--- src/rtl/clock_display_scan.sv ---
// Four-digit multiplexed seven-segment scanner with per-frame digit snapshot and blinking colon.
// Optional LEADING_ZERO_BLANK_EN: darken the hr_tens slot when its snapshot is 0.
module clock_display_scan #(
  parameter int unsigned SCAN_DIV     = 50000,
  parameter int unsigned GUARD        = 2,
  parameter int unsigned BLINK_FRAMES = 250
) (
  input  logic       clk,
  input  logic       rst_n,
  input  logic [3:0] min_ones,
  input  logic [3:0] min_tens,
  input  logic [3:0] hr_ones,
  input  logic [3:0] hr_tens,
  input  logic       blank,
  output logic [6:0] seg_n,
  output logic [3:0] an_n,
  output logic       dp_n
);

  localparam int unsigned DIV_W = (SCAN_DIV > 1) ? $clog2(SCAN_DIV) : 1;
  localparam int unsigned FRM_W = (BLINK_FRAMES > 1) ? $clog2(BLINK_FRAMES) : 1;
  localparam logic [DIV_W-1:0] DIV_LAST = DIV_W'(SCAN_DIV - 1);
  localparam logic [DIV_W-1:0] GUARD_V  = DIV_W'(GUARD);
  localparam logic [FRM_W-1:0] FRM_LAST = FRM_W'(BLINK_FRAMES - 1);

  logic [DIV_W-1:0] div_q, div_d;
  logic [1:0]       idx_q, idx_d;
  logic [FRM_W-1:0] frm_q, frm_d;
  logic             colon_q, colon_d;
  logic [3:0]       mo_q, mo_d, mt_q, mt_d, ho_q, ho_d, ht_q, ht_d;
  logic [6:0]       seg_q, seg_d;
  logic [3:0]       an_q, an_d;
  logic             dp_q, dp_d;

  logic       tick;
  logic       frame_end;
  logic       dark;
  logic [3:0] digit;
  logic [6:0] glyph;

  always_comb begin
    tick      = (div_q == DIV_LAST);
    frame_end = tick && (idx_q == 2'd3);

    div_d   = tick ? '0 : div_q + DIV_W'(1);
    idx_d   = tick ? idx_q + 2'd1 : idx_q;
    frm_d   = frm_q;
    colon_d = colon_q;
    mo_d    = mo_q;
    mt_d    = mt_q;
    ho_d    = ho_q;
    ht_d    = ht_q;

    // All four digits captured on the same edge so a frame never shows a torn time.
    if (frame_end) begin
      mo_d = min_ones;
      mt_d = min_tens;
      ho_d = hr_ones;
      ht_d = hr_tens;
      if (frm_q == FRM_LAST) begin
        frm_d   = '0;
        colon_d = ~colon_q;
      end else begin
        frm_d = frm_q + FRM_W'(1);
      end
    end

    case (idx_q)
      2'd0:    digit = mo_q;
      2'd1:    digit = mt_q;
      2'd2:    digit = ho_q;
      default: digit = ht_q;
    endcase

    case (digit)
      4'd0:    glyph = 7'h40;
      4'd1:    glyph = 7'h79;
      4'd2:    glyph = 7'h24;
      4'd3:    glyph = 7'h30;
      4'd4:    glyph = 7'h19;
      4'd5:    glyph = 7'h12;
      4'd6:    glyph = 7'h02;
      4'd7:    glyph = 7'h78;
      4'd8:    glyph = 7'h00;
      4'd9:    glyph = 7'h10;
      default: glyph = 7'h3F;
    endcase

    dark = (div_q < GUARD_V) || blank;
`ifdef LEADING_ZERO_BLANK_EN
    if ((idx_q == 2'd3) && (ht_q == 4'd0)) dark = 1'b1;
`else
`endif

    an_d  = dark ? '1 : ~(4'b0001 << idx_q);
    seg_d = dark ? '1 : glyph;
    dp_d  = ~(!dark && (idx_q == 2'd2) && colon_q);
  end

  always_ff @(posedge clk or negedge rst_n) begin
    if (!rst_n) begin
      div_q   <= '0;
      idx_q   <= '0;
      frm_q   <= '0;
      colon_q <= 1'b0;
      mo_q    <= '0;
      mt_q    <= '0;
      ho_q    <= '0;
      ht_q    <= '0;
      seg_q   <= '1;
      an_q    <= '1;
      dp_q    <= 1'b1;
    end else begin
      div_q   <= div_d;
      idx_q   <= idx_d;
      frm_q   <= frm_d;
      colon_q <= colon_d;
      mo_q    <= mo_d;
      mt_q    <= mt_d;
      ho_q    <= ho_d;
      ht_q    <= ht_d;
      seg_q   <= seg_d;
      an_q    <= an_d;
      dp_q    <= dp_d;
    end
  end

  assign seg_n = seg_q;
  assign an_n  = an_q;
  assign dp_n  = dp_q;

endmodule

--- config.mk ---
export PLATFORM = sky130hd
export DESIGN_NAME = clock_display_scan
export DESIGN_NICKNAME = d
export VERILOG_FILES = /design/src/rtl/clock_display_scan.sv
export SDC_FILE = /design/constraint.sdc
export NUM_CORES = 1
export LEC_CHECK = 0
export CORE_MARGIN = 2
export CORE_UTILIZATION = 50
export DETAILED_ROUTE_END_ITERATION = 10
export GPL_TIMING_DRIVEN = 0
export PLACE_DENSITY_LB_ADDON = 0.05
export SLEW_MARGIN = 20
export SYNTH_ARGS = -nofsm -noshare
export SYNTH_HDL_FRONTEND = slang
export SYNTH_SLANG_ARGS = --single-unit
export TNS_END_PERCENT = 30
--- constraint.sdc ---
create_clock -name clk -period 1.9 [get_ports clk]
set_input_delay 0.38 -clock clk [delete_from_list [all_inputs] [get_ports clk]]
set_output_delay 0.38 -clock clk [all_outputs]
set_load 0.03 [all_outputs]
==> metrics.log, run 1 <==
INFO  metric areaGrowthSynthToFinish = 27.72%
INFO  metric slew_violations = 0
INFO  metric finalCoreUtilization = 66.29%
INFO  metric io_buffer_count = 30
INFO  metric arrival = ~2.2 ns
INFO  metric mappedNetlistArea = approximately 0.0027 sq mm
INFO  metric drt_drc_violations_left = 0
INFO  metric grt_pass1_wl = 9114 um
INFO  metric violations = setup timing
INFO  metric clock.fmax = roughly 500 MHz
INFO  metric postLayoutSetupSlackWorst = -0.09396 ns
INFO  metric clkLatencyLatePin = between 0.3 and 0.4 ns
INFO  metric global_route.usage.total = slightly below 20%
INFO  metric static-leakage-power = around 1.5 nW
INFO  metric gpl.final_weighted_congestion = 0.8385
INFO  metric setup.worst_path.start_class = register
INFO  metric insertedDiodeCount = 0
INFO  metric internal-power = between 1.5 and 2 mW
INFO  metric ctsRootBufferMaster = clkbuf_8
INFO  metric routed-via-count = roughly 2000
INFO  metric relative_slew_margins = 55.02%
INFO  metric cts_tree = built
INFO  metric 1st_pass_router_iterations = 4
INFO  metric grt.busiest_layer = met2
INFO  metric hpwl_after_dpl = 3548 um
INFO  metric count_of_placed_standard_cells_including_taps = around 360
INFO  metric pwr-share-clk = around a third
INFO  metric synth_top_cells_by_area = dfrtp_1 (40%), dfstp_2 (12%), nand2_1 (8.0%)
INFO  metric synthCells = about 260
INFO  metric gr-usage-met2 = around 29%
INFO  metric path_max_fanout = 4
INFO  metric cts_max_path_buffers = 2
INFO  metric floorplan.initialDensity = approximately half
INFO  metric synthArstFlopShare = between 90% and 100%
INFO  metric placementRows = 26
INFO  metric synth_most_common_cell = nand2_1
INFO  metric finish.instance_area = 0.003407 sq mm
INFO  metric timing_worst_slew_pin_value = 0.6747 ns
INFO  metric tritoncts_num_sinks = 55
INFO  metric antenna_found_initial = 0
INFO  metric period_needed = roughly 2 ns
INFO  metric cts_htree_levels = 2
INFO  metric synth.distinct_cells = 44
INFO  metric fin_worst_hold_slack = ~0.094 ns
INFO  metric run_status = finished, violations left
INFO  metric finish.net_count = ~350
INFO  metric floorplan.io_pins = 31
INFO  metric die_area = between 0.005 and 0.006 sq mm
INFO  metric synth-warning-count = 0
INFO  metric synth_top_area_share = 40.34%
INFO  metric setup_viol_count_final = 4
INFO  metric chipHeight = 77.04 um
INFO  metric grt_start_max_net_pins = 56
INFO  metric period_share = 104.9%
INFO  metric drt-total-wl = 5434 um
INFO  metric die-width = 77.04 um
INFO  metric timing.hold.worst.class = in2async
INFO  metric grt_pass1_vias = 1897
INFO  metric seq_area_frac_synth = 52.16%
INFO  metric critPathKind = reg2reg
INFO  metric detail-route-antenna-nets = 0
INFO  metric fin_setup_tns = -0.2403 ns
INFO  metric worst-endpoint-required = 2.14 ns
INFO  metric net_switching_power_of_the_design = about 0.4 mW
INFO  metric drt_initial_violations = 95
INFO  metric detailed_place.area = approximately 0.0031 sq mm
INFO  metric vdd_ir_drop_max = about 300 uV
INFO  metric synth_edf_count = 0
INFO  metric sequentialPowerShare = about 62%
INFO  metric drive_above_1_share = 21.52%
INFO  metric post-place-ws = -0.3384 ns
INFO  metric cts.reportedPaths.clkPinSlew = ~0.10 ns
INFO  metric groute.layer.met1.usage = ~28%
INFO  metric mean_number_of_vias_per_cell = 5.306
INFO  metric worstSetupEndpointType = register
INFO  metric flip_flop_and_latch_count_after_synthesis = 55
INFO  metric power_frac_comb = 4.0%
INFO  metric numCtsBuffers = 5
INFO  metric netlist_top_cells_count = nand2_1 (57), dfrtp_1 (43), nand3_1 (14), dfstp_2 (12), inv_1 (12)
INFO  metric global_route.overflow_total = 0
INFO  metric wl_per_cell = ~14 um
INFO  metric nFillCells = about 440
INFO  metric placeableCoreArea = 0.005140 sq mm
INFO  metric total_power_consumption = approximately 1.9 mW
INFO  metric fin_worst_skew = 0.01046 ns
INFO  metric power.share.switching = approximately a fifth
INFO  metric final_hold_viol_count = 0
INFO  metric ys_dominant_reg_cell = dfrtp_1
INFO  metric grt_util_met3 = approximately 4%
INFO  metric unrepaired_setup_endpoints_after_global_routing = true
INFO  metric synth_nets = roughly 300
INFO  metric yosysTopAreaCell = dfrtp_1
INFO  metric maxCapViolCount = 0
INFO  metric finish.cell_count_without_fillers = roughly 390
INFO  metric synth_area_per_inst = 10.10 sq um
INFO  metric power_per_cell_area = about 560 mW/mm^2
==> final cells by class <==
| cell class | instances | area, sq um | area share (%) |
|---|---|---|---|
| multi-input combinational | 190 | 1309 | 38.41 |
| sequential | 55 | 1391 | 40.84 |
| clock buffer | 7 | 86.33 | 2.534 |
| timing repair buffer | 44 | 441.7 | 12.96 |
| inverter | 12 | 45.04 | 1.322 |
| clock inverter | 1 | 5.005 | 0.1469 |
| buffer | 7 | 41.29 | 1.212 |
| tap | 70 | 87.58 | 2.571 |
==> cell families (layout without fill, tap and decap cells) <==
logic type                 count (synthesis)  count (layout)  synth area share, %
and+or+nand+nor                          120             120                23.27
muxes                                      4               4                1.595
xor gates and xnor gates                  14              14                4.597
AOI/OAI and AO/OA                         41              41                10.13
DFF                                       55              55                52.16
adders and majority gates                 11              11                5.159
buffers and inverters                     19              71                3.095
==> critical path: stages, from the launching register on <==
cell and delay [ns]:
dfrtp_1 0.43, buf_6 0.14, ha_4 0.15, buf_4 0.13
a222oi_1 0.45, mux2i_2 0.19, buf_4 0.19, a21boi_2 0.16
nand3_1 0.09
==> power by group through the flow <==
stage | clock, mW | sequential (mW) | combinational, mW
2_1_floorplan | 0 | 1.20 | 0.00590
3_3_place_gp | 0 | 1.20 | 0.0770
3_5_place_dp | 0 | 1.20 | 0.0764
4_1_cts | 0.680 | 1.18 | 0.0769
5_1_grt | 0.728 | 1.18 | 0.0854
6_report | 0.656 | 1.18 | 0.0754
==> path summary, 6_finish.rpt <==
path | startpoint | depth (start not counted) | to | slack [ns]
setup / recovery | idx_q[1] | 8 | seg_n[0] | -0.09
hold / removal | rst_n | 1 | frm_q[5] | 0.09
setup reg to reg | idx_q[1] | 8 | seg_n[0] | -0.09
hold reg to reg | colon_q | 1 | dp_n | 0.45
max in group asynchronous | rst_n | 1 | ht_q[2] | 1.34
min in group clk | colon_q | 1 | dp_n | 0.45
==> layer usage <==
| layer | share of wire, % | vias up |
|---|---|---|
| li1 | - | 1022 |
| met1 | 48 | 974 |
| met2 | 45 | 41 |
| met3 | 4.7 | 11 |
| met4 | 2.0 | 0 |
| met5 | 0 | - |
==> sequential cells by signal (all words and copies together), names as in the netlist <==
register  cells
colon_q       1
an_n          4
div_q        16
mt_q          4
dp_n          1
mo_q          4
idx_q         2
seg_n         7
frm_q         8
ho_q          4
ht_q          4
==> what timing repair did <==
| action | CTS | global route |
|---|---|---|
| buffers inserted | 9 | 5 |
| gates resized for setup | 7 | 35 |
| endpoints found under the setup margin | 6 | 38 |
| pin swaps | 3 | 7 |
| hold buffers | 0 | 0 |
==> layout by cell type (no fill, tap or decap), drive strengths merged, types with 6 or more instances in the layout <==
cell type      instances
nand2                 57
dfrtp                 43
clkdlybuf4s50         20
buf                   20
nand3                 15
dfstp                 12
inv                   12
o21ai                 12
ha                    11
nor2                  10
dlymetal6s2s           9
clkbuf                 9
xor2                   8
a21oi                  8
and3                   7
nand4                  7
and2                   6
xnor2                  6
(Power assumes the default switching activity.)
==> run 2, diff against run 1 <==
--- a/config.mk
+++ b/config.mk
@@ -8,8 +8,7 @@
 export CORE_MARGIN = 2
 export CORE_UTILIZATION = 50
 export DETAILED_ROUTE_END_ITERATION = 10
-export GPL_TIMING_DRIVEN = 0
-export PLACE_DENSITY_LB_ADDON = 0.05
+export PLACE_DENSITY = 0.76
 export SLEW_MARGIN = 20
 export SYNTH_ARGS = -nofsm -noshare
 export SYNTH_HDL_FRONTEND = slang
==> metrics.log, run 2 (synthesis results as in run 1) <==
INFO  metric global_route.overflow_total = 0 (unchanged)
INFO  metric critPathKind = reg2out
INFO  metric mean_number_of_vias_per_cell = 5.490 (+3.5%)
INFO  metric global_route.usage.total = 18.99% (-0.47 points)
INFO  metric fin_worst_skew = 0.007569 ns (-0.002893 ns)
INFO  metric insertedDiodeCount = 0 (unchanged)
INFO  metric ctsRootBufferMaster = clkbuf_8
INFO  metric cpMaxStageDelayCell = clkdlybuf4s50_1
INFO  metric path_max_fanout = 1 (-3)
INFO  metric grt_pass1_vias = 1953 (+3.0%)
INFO  metric static-leakage-power = 1.493 nW (-1.8%)
INFO  metric finalCoreUtilization = 65.43% (-0.85 points)
INFO  metric setup_viol_count_final = 0 (-4)
INFO  metric crit_buf_inv = 1 (-2)
INFO  metric period_share = 98.13% (-6.8 points)
INFO  metric antenna_found_initial = 0 (unchanged)
INFO  metric fin_worst_hold_slack = 0.06359 ns (-0.03029 ns)
INFO  metric placeableCoreArea = 0.005140 sq mm (unchanged)
INFO  metric arrival = 1.48 ns (-0.75 ns)
INFO  metric floorplan.io_pins = 31 (unchanged)
INFO  metric drt-total-wl = 5443 um (+0.17%)
INFO  metric cts_tree = built
INFO  metric drt_drc_violations_left = 0 (unchanged)
INFO  metric finish.cell_count_without_fillers = 386 (unchanged)
INFO  metric run_status = finished, final reports clean
INFO  metric detail-route-antenna-nets = 0 (unchanged)
INFO  metric io_buffer_count = 30 (unchanged)
INFO  metric timing_worst_slew_pin_value = 0.6218 ns (-0.05289 ns)
INFO  metric grt_start_max_net_pins = 56 (unchanged)
INFO  metric critical_path.top_delay_family = buffers and inverters
INFO  metric worst-endpoint-required = 1.52 ns (-0.62 ns)
INFO  metric maxCapViolCount = 0 (unchanged)
INFO  metric tritoncts_num_sinks = 55 (unchanged)
INFO  metric numCtsBuffers = 5 (unchanged)
INFO  metric postLayoutSetupSlackWorst = 0.03550 ns (+0.1295 ns)
INFO  metric relative_slew_margins = 58.55% (+3.5 points)
INFO  metric most_common_cell_after_layout_fill_and_taps_aside = nand2_1
INFO  metric slowest_delay = 0.67 ns (+0.22 ns)
INFO  metric post-place-ws = -0.06305 ns (+0.2754 ns)
INFO  metric finish.instance_area = 0.003363 sq mm (-1.3%)
INFO  metric hold_buffers = 0 (unchanged)
INFO  metric total_power_consumption = 1.896 mW (-0.57%)
INFO  metric die_area = 0.005935 sq mm (unchanged)
INFO  metric routed-via-count = 2119 (+3.5%)
INFO  metric count_of_placed_standard_cells_including_taps = 373 (+2.5%)
INFO  metric most-common-layout-cells = nand2_1 (57), dfrtp_1 (42), clkdlybuf4s50_1 (26), buf_4 (20), nand3_1 (14)
INFO  metric areaGrowthSynthToFinish = 26.08%
INFO  metric grt_pass1_wl = 9163 um (+0.54%)
INFO  metric detailed_place.area = 0.003146 sq mm (+3.0%)
INFO  metric fin_setup_tns = 0 ns (+0.2403 ns)
INFO  metric unrepaired_setup_endpoints_after_global_routing = true
INFO  metric hpwl_after_dpl = 3935 um (+11%)
INFO  metric placementRows = 26 (unchanged)
INFO  metric final_hold_viol_count = 0 (unchanged)
INFO  metric floorplan.initialDensity = 51.90% (unchanged)
INFO  metric vdd_ir_drop_max = 339.9 uV (+11%)
INFO  metric top_register = div_q
INFO  metric timing.hold.worst.class = in2async
INFO  metric worstSetupEndpointType = primary output
INFO  metric die-width = 77.04 um (unchanged)
INFO  metric largest_register_ffs = 16 (unchanged)
INFO  metric cts_htree_levels = 2 (unchanged)
INFO  metric cts_max_path_buffers = 2 (unchanged)
INFO  metric power_per_cell_area = 563.6 mW/mm^2 (+0.72%)
INFO  metric clock.fmax = 536.3 MHz (+6.9%)
INFO  metric drt_initial_violations = 182 (+92%)
INFO  metric finish.net_count = 345 (unchanged)
INFO  metric wl_per_cell = 14.10 um (+0.17%)
INFO  metric slew_violations = 0 (unchanged)
INFO  metric setup.worst_path.start_class = register
INFO  metric clkLatencyLatePin = 0.30 ns (about the same)
INFO  metric 1st_pass_router_iterations = 4 (unchanged)
INFO  metric critical_path.cell_chain = clkdlybuf4s50_1
INFO  metric cts.reportedPaths.clkPinSlew = 0.09 ns (about the same)
INFO  metric drive_above_1_share = 20.25% (-1.3 points)
INFO  metric period_needed = 1.864 ns (-0.1295 ns)
INFO  metric chipHeight = 77.04 um (unchanged)
INFO  metric gpl.final_weighted_congestion = 0.8460 (+0.89%)
==> run 2: cell count changes in the layout (fill, tap and decap cells not counted), moves of 2 or more <==
cell	delta
a22oi_2	-3
o21ai_0	-2
dlymetal6s2s_1	-6
inv_2	-2
a22oi_1	+3
clkdlybuf4s50_1	+6
buf_4	+4
==> run 2: final cells by class <==
type | instances | area [sq um]
flip-flops and latches | 55 | 1393
fillers | 419 | 1777
well taps | 70 | 87.58
multi-input cells | 190 | 1272
repair buffers | 51 | 473.0
clock buffers | 7 | 86.33
clock inverters | 1 | 3.754
inverters | 12 | 47.55
==> run 2: what timing repair did <==
item                       CTS  global route
setup buffers                2             3
cloned                       0             0
setup endpoints to repair    4            12
pin swaps                    0             6
gates resized for setup      2            26
hold endpoints to repair     0             0
==> run 2: path summary, 6_finish.rpt <==
path / startpoint / endpoint / slack, ns / cells past startpoint
worst max-delay path: an_n[0] / an_n[0] / 0.04 / 1
worst min-delay path: rst_n / div_q[7] / 0.06 / 2
worst max register to register: idx_q[0] / seg_n[3] / 0.08 / 8
worst min register to register: div_q[0] / div_q[0] / 0.47 / 1
max in group asynchronous: rst_n / an_n[0] / 1.56 / 2
min in group clk: div_q[0] / div_q[0] / 0.47 / 1
==> run 2: per-layer routing <==
| metal | part of all wire (%) | track usage (%) | wire, um | vias to the layer above |
|---|---|---|---|---|
| li1 | - | - | - | 1021 |
| met1 | 46 | 27.57 | 2525 | 1031 |
| met2 | 48 | 29.30 | 2596 | 60 |
| met3 | 4.7 | 3.882 | 255 | 7 |
| met4 | 1.2 | 5.000 | 64 | 0 |
| met5 | 0 | 0 | 0 | - |
==> run 2: where the power goes <==
group          internal [mW]  switching, mW  leakage, nW
clock                  0.293          0.347       0.0459
sequential              1.17       0.000561        0.627
combinational         0.0429         0.0377        0.819
total                   1.51          0.385         1.49
